<file path="src/rtl/uart_stream_pkg.sv">
// Shared types, sync bytes and frame sizing for the UART sample streamer.
// CHECKSUM_EN follows the UART_STREAM_CHECKSUM_EN build macro.
package uart_stream_pkg;

    typedef enum logic [1:0] {
        IDLE,
        LOAD,
        SEND,
        WAIT
    } frame_state_t;

    localparam logic [7:0] SYNC0 = 8'h43;
    localparam logic [7:0] SYNC1 = 8'h48;

`ifdef UART_STREAM_CHECKSUM_EN
    localparam bit CHECKSUM_EN = 1'b1;
`else
    localparam bit CHECKSUM_EN = 1'b0;
`endif

    function automatic int bytes_per_frame(input int n, input int w, input bit checksum_en);
        return 4 + n * (w / 8) + (checksum_en ? 1 : 0);
    endfunction

endpackage

</file>
<file path="src/rtl/uart_sample_streamer_byte_tx.sv">
// 8N1 byte transmitter: start bit, eight data bits LSB first, stop bit, BAUD_DIV clocks per bit.
module uart_byte_tx #(
    parameter int BAUD_DIV = 4
) (
    input  logic       clk,
    input  logic       rst,
    input  logic       start,
    input  logic [7:0] data,
    output logic       tx,
    output logic       active,
    output logic       done
);

    localparam int CW = $clog2(BAUD_DIV);

    logic [CW-1:0] baud_q, baud_d;
    logic [3:0]    bit_q, bit_d;
    logic [9:0]    shift_q, shift_d;
    logic          active_q, active_d;
    logic          tx_q, tx_d;
    logic          tick;

    // done is combinational so the frame FSM can queue the next byte with only one idle cycle
    always_comb begin
        baud_d   = baud_q;
        bit_d    = bit_q;
        shift_d  = shift_q;
        active_d = active_q;
        tx_d     = tx_q;
        tick     = active_q && (baud_q == CW'(BAUD_DIV - 1));
        done     = tick && (bit_q == 4'd9);
        if (!active_q) begin
            if (start) begin
                shift_d  = {1'b1, data, 1'b0};
                active_d = 1'b1;
                baud_d   = '0;
                bit_d    = 4'd0;
                tx_d     = 1'b0;
            end
        end else if (tick) begin
            baud_d = '0;
            if (bit_q == 4'd9) begin
                active_d = 1'b0;
                tx_d     = 1'b1;
            end else begin
                bit_d   = bit_q + 4'd1;
                tx_d    = shift_q[1];
                shift_d = {1'b1, shift_q[9:1]};
            end
        end else begin
            baud_d = baud_q + CW'(1);
        end
    end

    always_ff @(posedge clk or posedge rst) begin
        if (rst) begin
            baud_q   <= '0;
            bit_q    <= 4'd0;
            shift_q  <= 10'h3FF;
            active_q <= 1'b0;
            tx_q     <= 1'b1;
        end else begin
            baud_q   <= baud_d;
            bit_q    <= bit_d;
            shift_q  <= shift_d;
            active_q <= active_d;
            tx_q     <= tx_d;
        end
    end

    assign tx     = tx_q;
    assign active = active_q;

endmodule

</file>
<file path="src/rtl/uart_sample_streamer.sv">
// Snapshots every channel on a sample_clk rising edge and ships the set as one framed UART packet.
// Define UART_STREAM_CHECKSUM_EN to append an XOR checksum byte to every frame.
module uart_sample_streamer
    import uart_stream_pkg::*;
#(
    parameter int N_CHANNELS = 4,
    parameter int W          = 16,
    parameter int CLK_FREQ   = 12_000_000,
    parameter int BAUD       = 115200,
    parameter int DECIMATE   = 1
) (
    input  logic                    clk,
    input  logic                    rst,
    input  logic                    sample_clk,
    input  logic [N_CHANNELS*W-1:0] samples,
    output logic                    tx,
    output logic                    busy,
    output logic                    frame_led,
    output logic [7:0]              drop_count
);

    localparam int         BAUD_DIV    = CLK_FREQ / BAUD;
    localparam int         BPS         = W / 8;
    localparam int         FRAME_BYTES = bytes_per_frame(N_CHANNELS, W, CHECKSUM_EN);
    localparam logic [7:0] LAST_IDX    = 8'(FRAME_BYTES - 1);
    localparam logic [7:0] DEC_LAST    = 8'(DECIMATE - 1);
    localparam logic [7:0] N_BYTE      = 8'(N_CHANNELS);

    if (!(W == 8 || W == 16 || W == 24 || W == 32)) begin : g_w_check
        $error("uart_sample_streamer: W must be 8, 16, 24 or 32");
    end
    if (BAUD_DIV < 4) begin : g_div_check
        $error("uart_sample_streamer: CLK_FREQ/BAUD must be at least 4");
    end

    frame_state_t            state_q, state_d;
    logic                    sample_clk_q;
    logic                    edge_det;
    logic [N_CHANNELS*W-1:0] shadow_q, shadow_d;
    logic [7:0]              byte_idx_q, byte_idx_d;
    logic [7:0]              seq_q, seq_d;
    logic [7:0]              dec_q, dec_d;
    logic [7:0]              drop_q, drop_d;
    logic                    led_q, led_d;
    logic [7:0]              sample_byte;
    logic [7:0]              cur_byte;
    logic                    tx_start, tx_done, tx_active;

    assign edge_det = sample_clk & ~sample_clk_q;

    always_comb begin
        sample_byte = 8'h00;
        for (int ch = 0; ch < N_CHANNELS; ch++) begin
            for (int b = 0; b < BPS; b++) begin
                if (int'(byte_idx_q) == 4 + ch * BPS + b)
                    sample_byte = shadow_q[ch*W + (BPS-1-b)*8 +: 8];
            end
        end
    end

`ifdef UART_STREAM_CHECKSUM_EN
    logic [7:0] csum_q, csum_d;

    // The checksum byte XORs itself into the accumulator when sent; harmless, it is cleared in LOAD
    always_comb begin
        csum_d = csum_q;
        if (state_q == LOAD)
            csum_d = 8'h00;
        else if (state_q == SEND)
            csum_d = csum_q ^ cur_byte;
    end

    always_ff @(posedge clk or posedge rst) begin
        if (rst) csum_q <= 8'h00;
        else     csum_q <= csum_d;
    end
`endif

    always_comb begin
        case (byte_idx_q)
            8'd0:    cur_byte = SYNC0;
            8'd1:    cur_byte = SYNC1;
            8'd2:    cur_byte = seq_q;
            8'd3:    cur_byte = N_BYTE;
            default: cur_byte = sample_byte;
        endcase
`ifdef UART_STREAM_CHECKSUM_EN
        if (byte_idx_q == LAST_IDX)
            cur_byte = csum_q;
`endif
    end

    // busy covers LOAD..WAIT, so an edge in the cycle the last byte finishes is still a drop
    always_comb begin
        state_d    = state_q;
        shadow_d   = shadow_q;
        byte_idx_d = byte_idx_q;
        seq_d      = seq_q;
        dec_d      = dec_q;
        drop_d     = drop_q;
        led_d      = led_q;
        tx_start   = 1'b0;
        if (edge_det && state_q != IDLE && drop_q != 8'hFF)
            drop_d = drop_q + 8'd1;
        case (state_q)
            IDLE: begin
                if (edge_det) begin
                    if (dec_q == DEC_LAST) begin
                        dec_d   = 8'd0;
                        state_d = LOAD;
                    end else begin
                        dec_d = dec_q + 8'd1;
                    end
                end
            end
            LOAD: begin
                shadow_d   = samples;
                byte_idx_d = 8'd0;
                state_d    = SEND;
            end
            SEND: begin
                tx_start = !tx_active;
                state_d  = WAIT;
            end
            WAIT: begin
                if (tx_done) begin
                    if (byte_idx_q == LAST_IDX) begin
                        state_d = IDLE;
                        led_d   = ~led_q;
                        seq_d   = seq_q + 8'd1;
                    end else begin
                        byte_idx_d = byte_idx_q + 8'd1;
                        state_d    = SEND;
                    end
                end
            end
            default: state_d = IDLE;
        endcase
    end

    always_ff @(posedge clk or posedge rst) begin
        if (rst) begin
            state_q      <= IDLE;
            sample_clk_q <= 1'b0;
            shadow_q     <= '0;
            byte_idx_q   <= 8'd0;
            seq_q        <= 8'd0;
            dec_q        <= 8'd0;
            drop_q       <= 8'd0;
            led_q        <= 1'b0;
        end else begin
            state_q      <= state_d;
            sample_clk_q <= sample_clk;
            shadow_q     <= shadow_d;
            byte_idx_q   <= byte_idx_d;
            seq_q        <= seq_d;
            dec_q        <= dec_d;
            drop_q       <= drop_d;
            led_q        <= led_d;
        end
    end

    uart_byte_tx #(
        .BAUD_DIV(BAUD_DIV)
    ) u_byte_tx (
        .clk   (clk),
        .rst   (rst),
        .start (tx_start),
        .data  (cur_byte),
        .tx    (tx),
        .active(tx_active),
        .done  (tx_done)
    );

    assign busy       = (state_q != IDLE);
    assign frame_led  = led_q;
    assign drop_count = drop_q;

endmodule

</file>
<file path="config.mk">
export PLATFORM = sky130hd
export DESIGN_NAME = uart_sample_streamer
export DESIGN_NICKNAME = d
export VERILOG_FILES = /design/src/rtl/uart_stream_pkg.sv /design/src/rtl/uart_sample_streamer_byte_tx.sv /design/src/rtl/uart_sample_streamer.sv
export SDC_FILE = /design/constraint.sdc
export NUM_CORES = 1
export LEC_CHECK = 0
export BUFFER_PORTS_ARGS = -buffer_cell sky130_fd_sc_hd__buf_4
export CORE_MARGIN = 2
export CORE_UTILIZATION = 30
export CTS_BUF_LIST = sky130_fd_sc_hd__clkbuf_16
export DETAILED_ROUTE_END_ITERATION = 6
export SYNTH_ARGS = -nofsm -noshare
export SYNTH_HDL_FRONTEND = slang
export SYNTH_SLANG_ARGS = --single-unit
</file>
<file path="constraint.sdc">
create_clock -name clk -period 3.7 [get_ports clk]
set_clock_uncertainty 0.05 [all_clocks]
set_input_delay 0.555 -clock clk [delete_from_list [all_inputs] [get_ports clk]]
set_output_delay 0.555 -clock clk [all_outputs]
set_load 0.02 [all_outputs]
</file>
==> flow_summary.toml <==
[global_routing]
busiest_layer = "met2"
grt_pass1_wl_mm = 25.5
met1_usage_pct = 20.5
grt_max_degree = 61
grt_util_met3_pct = 3.45
overflow = 0
grt.total_usage_pct = 14.9
use_met2_pct = 23.4
grt_pass1_vias = 4926
antenna_found_initial = 0

[setup_path]
crit_required_ns = 3.94
crit_buf_inv = 1
crit_path_end_kind = "flop"
crit_slowest_cell = "dfrtp_1"
critical_path.max_fanout = 15
cp_data_arrival_time_ns = 2.94
cp_top_family = "simple AND/OR/NAND/NOR gates"
path_cells = "inv_1 -> nor4_2 -> nand2_1 -> or3_1 -> mux2_4"
critPathMaxStageDelay_ns = 0.61
worstSetupPathType = "reg -> reg"
start_kind = "flop"

[timing]
fin_crit_ns = 2.69
rsz0062_at_grt = "false"
fmax_mhz = 371
fin_crit_sh_pct = 72.8
final-hold-violation-count = 0
worst-slew-pin-transition_ns = 0.987
setup_viol = 0
relSlewSlack_pct = 33.8
tns_ns = 0
finalMaxSlewViolations = 0

[power_and_ir_drop]
p_int_mw = 3.36
power.share.clock_pct = 34.2
p_switching_mw = 1.56
switching_share_pct = 31.7
p_per_area_mw_per_mm2 = 658
p_leak_nw = 3.43
power_frac_seq_pct = 45.5
peakVddDrop_mv = 0.337
pwr-share-comb_pct = 20.2

[yosys]
netlist_area_sq_mm = 0.00600
synth_area_leaders = "dfrtp_1 47%, nand2_1 14%, dfstp_2 3.9%"
synth-seq-cells = 121
synth_cells = 676
ys_warn_count = 0
synth-edff-count = 0
yosys.area.top_type = "dfrtp_1"
synth-async-reset-ratio_pct = 100
yosysSeqAreaShare_pct = 50.7
synth_nets = 754
synth.distinct_cells = 66
yosysTopAreaCellShare_pct = 46.7
syn_area_per_cell_sq_um = 8.87
synthFlopType = "dfrtp_1"

[route]
vias_per_cell = 4.88
post_drt_wl_per_cell_microns = 15.1
num_vias = 5007
drt-total-wl_mm = 15.5
drc = 0
drt_pass1_iterations = 5
final_antenna_net_count = 0
initialDrtViolationCount = 360

[clocking]
cts_buffers = 17
worstSkewPairLatency_ns = 0.41
clock-sinks = 121
clk_pin_slew_ns = 0.06
post_cts_resized = 0
cts_buffer_depth = 2
htree_levels = 4
ctsRootBufferMaster = "clkbuf_16"
cts_tree = "done"
cts_setup_buffers = 0
hold_buffers = 0

[placed_design]
numPortBuffers = 77
dp_hpwl_mm = 11.2
place_inst = 995
gp_congestion = 0.904

[floorplanning]
rows = 51
ios = 78
die_y_microns = 145
die_w_microns = 145
start_util_pct = 30.7
core-area_sq_mm = 0.0195
die_area_sq_mm = 0.0211

[finish]
fin_nets = 827
final_layout_size_suffix_gt1_share_pct = 18.6
antenna_cells = 0
final_cells = 1027
area_growth_syn_to_layout_pct = 24.7

[worst_hold_path]
hold_class = "in -> async"

[flow_run]
drv_cap = 0

[run_status]
status = "completed"
[cells in the mapped netlist (all sizes together), types with 4 or more instances]
| library cell | number |
|---|---|
| a211oi | 6 |
| a21o | 4 |
| a21oi | 19 |
| a221oi | 8 |
| and3 | 4 |
| buf | 4 |
| clkbuf | 29 |
| dfrtp | 112 |
| dfstp | 9 |
| ha | 11 |
| inv | 18 |
| nand2 | 231 |
| nand2b | 4 |
| nand3 | 13 |
| nand4 | 11 |
| nor2 | 33 |
| nor2b | 6 |
| nor3 | 6 |
| nor4 | 9 |
| o21a | 5 |
| o21ai | 33 |
| o22ai | 10 |
| o31ai | 4 |
| or4 | 4 |
| xnor2 | 18 |
| xor2 | 10 |
[per-stage QoR]
step	power, mW	setup WS [ns]	hold slack [ns]	util [%]	area, sq um
global placement	3.23	1.13	0.413	35.2	6870
floorplan	2.84	1.52	0.387	-	6000
detailed placement	3.25	1.04	0.413	35.2	6870
finish	4.92	1.01	0.164	38.3	7480
global route	5.25	0.835	0.196	38.3	7480
CTS	4.96	1.03	0.171	38.3	7480
[final timing paths]
kind	startpoint	endpoint	slack, ns	depth (start not counted)
max	u_byte_tx.active	seq_q[1]	1.01	5
min	rst	u_byte_tx.baud_q[2]	0.16	2
max reg2reg	u_byte_tx.active	seq_q[1]	1.01	5
min reg2reg	frame_led	frame_led	0.43	1
max in group asynchronous	rst	u_byte_tx.shift_q[5]	2.55	3
min in group clk	sample_clk	sample_clk_q	0.22	1
[cells in the final DEF, fill, tap and decap left out, types with 11 or more instances in the layout]
cell type    n
a21oi_1     19
buf_4       86
clkbuf_16   17
dfrtp_1    112
ha_1        11
inv_1       17
nand2_1    229
nand3_1     13
nand4_1     11
nor2_1      30
o21ai_0     32
xnor2_1     18
[worst reg2reg max path: stages (launching register included)]
cell and delay (ns):
dfrtp_1 0.61, inv_1 0.33, nor4_2 0.47, nand2_1 0.28, or3_1 0.52, mux2_4 0.33
[metal layers]
layer,up-vias,routed length (microns)
li1,2470,-
met1,2386,7290
met2,125,7370
met3,26,532
met4,0,300
met5,-,0
[flip-flops by register name (all words and copies together), names as in the netlist]
signal,cells
u_byte_tx.shift_q,8
state_q,2
u_byte_tx.active,1
frame_led,1
u_byte_tx.bit_q,4
seq_q,8
sample_clk_q,1
u_byte_tx.baud_q,7
byte_idx_q,8
shadow_q,64
drop_count,8
dec_q,8
u_byte_tx.tx,1
[kinds of logic (layout without fill, tap and decap cells)]
family	after synthesis	in the layout	share of synthesized area, %
AOI/OAI and AO/OA	119	119	13.3
xor gates and xnor gates	28	28	4.09
adders and majority gates	11	11	2.29
buffers and inverters	52	138	3.42
DFF	121	121	50.7
muxes	5	5	0.939
and+or+nand+nor	340	340	25.3
[power by group through the flow]
stage / logic, mW / registers (mW) / clock network (mW)
2_1_floorplan: 0.714 / 2.13 / 0
3_3_place_gp: 0.974 / 2.26 / 0
3_5_place_dp: 1.00 / 2.25 / 0
4_1_cts: 1.01 / 2.24 / 1.72
5_1_grt: 1.16 / 2.30 / 1.78
6_report: 0.996 / 2.24 / 1.68
[final cells by class]
cell class                 instances  area (sq um)
inverter                          19          75.1
multi-input combinational        503          2760
timing repair buffer              87           666
sequential                       121          3040
clock buffer                      17           425
tap                              265           332
clock inverter                    15           178
fill                            2056         12000
Note: power is estimated with default switching activity, not from simulation.
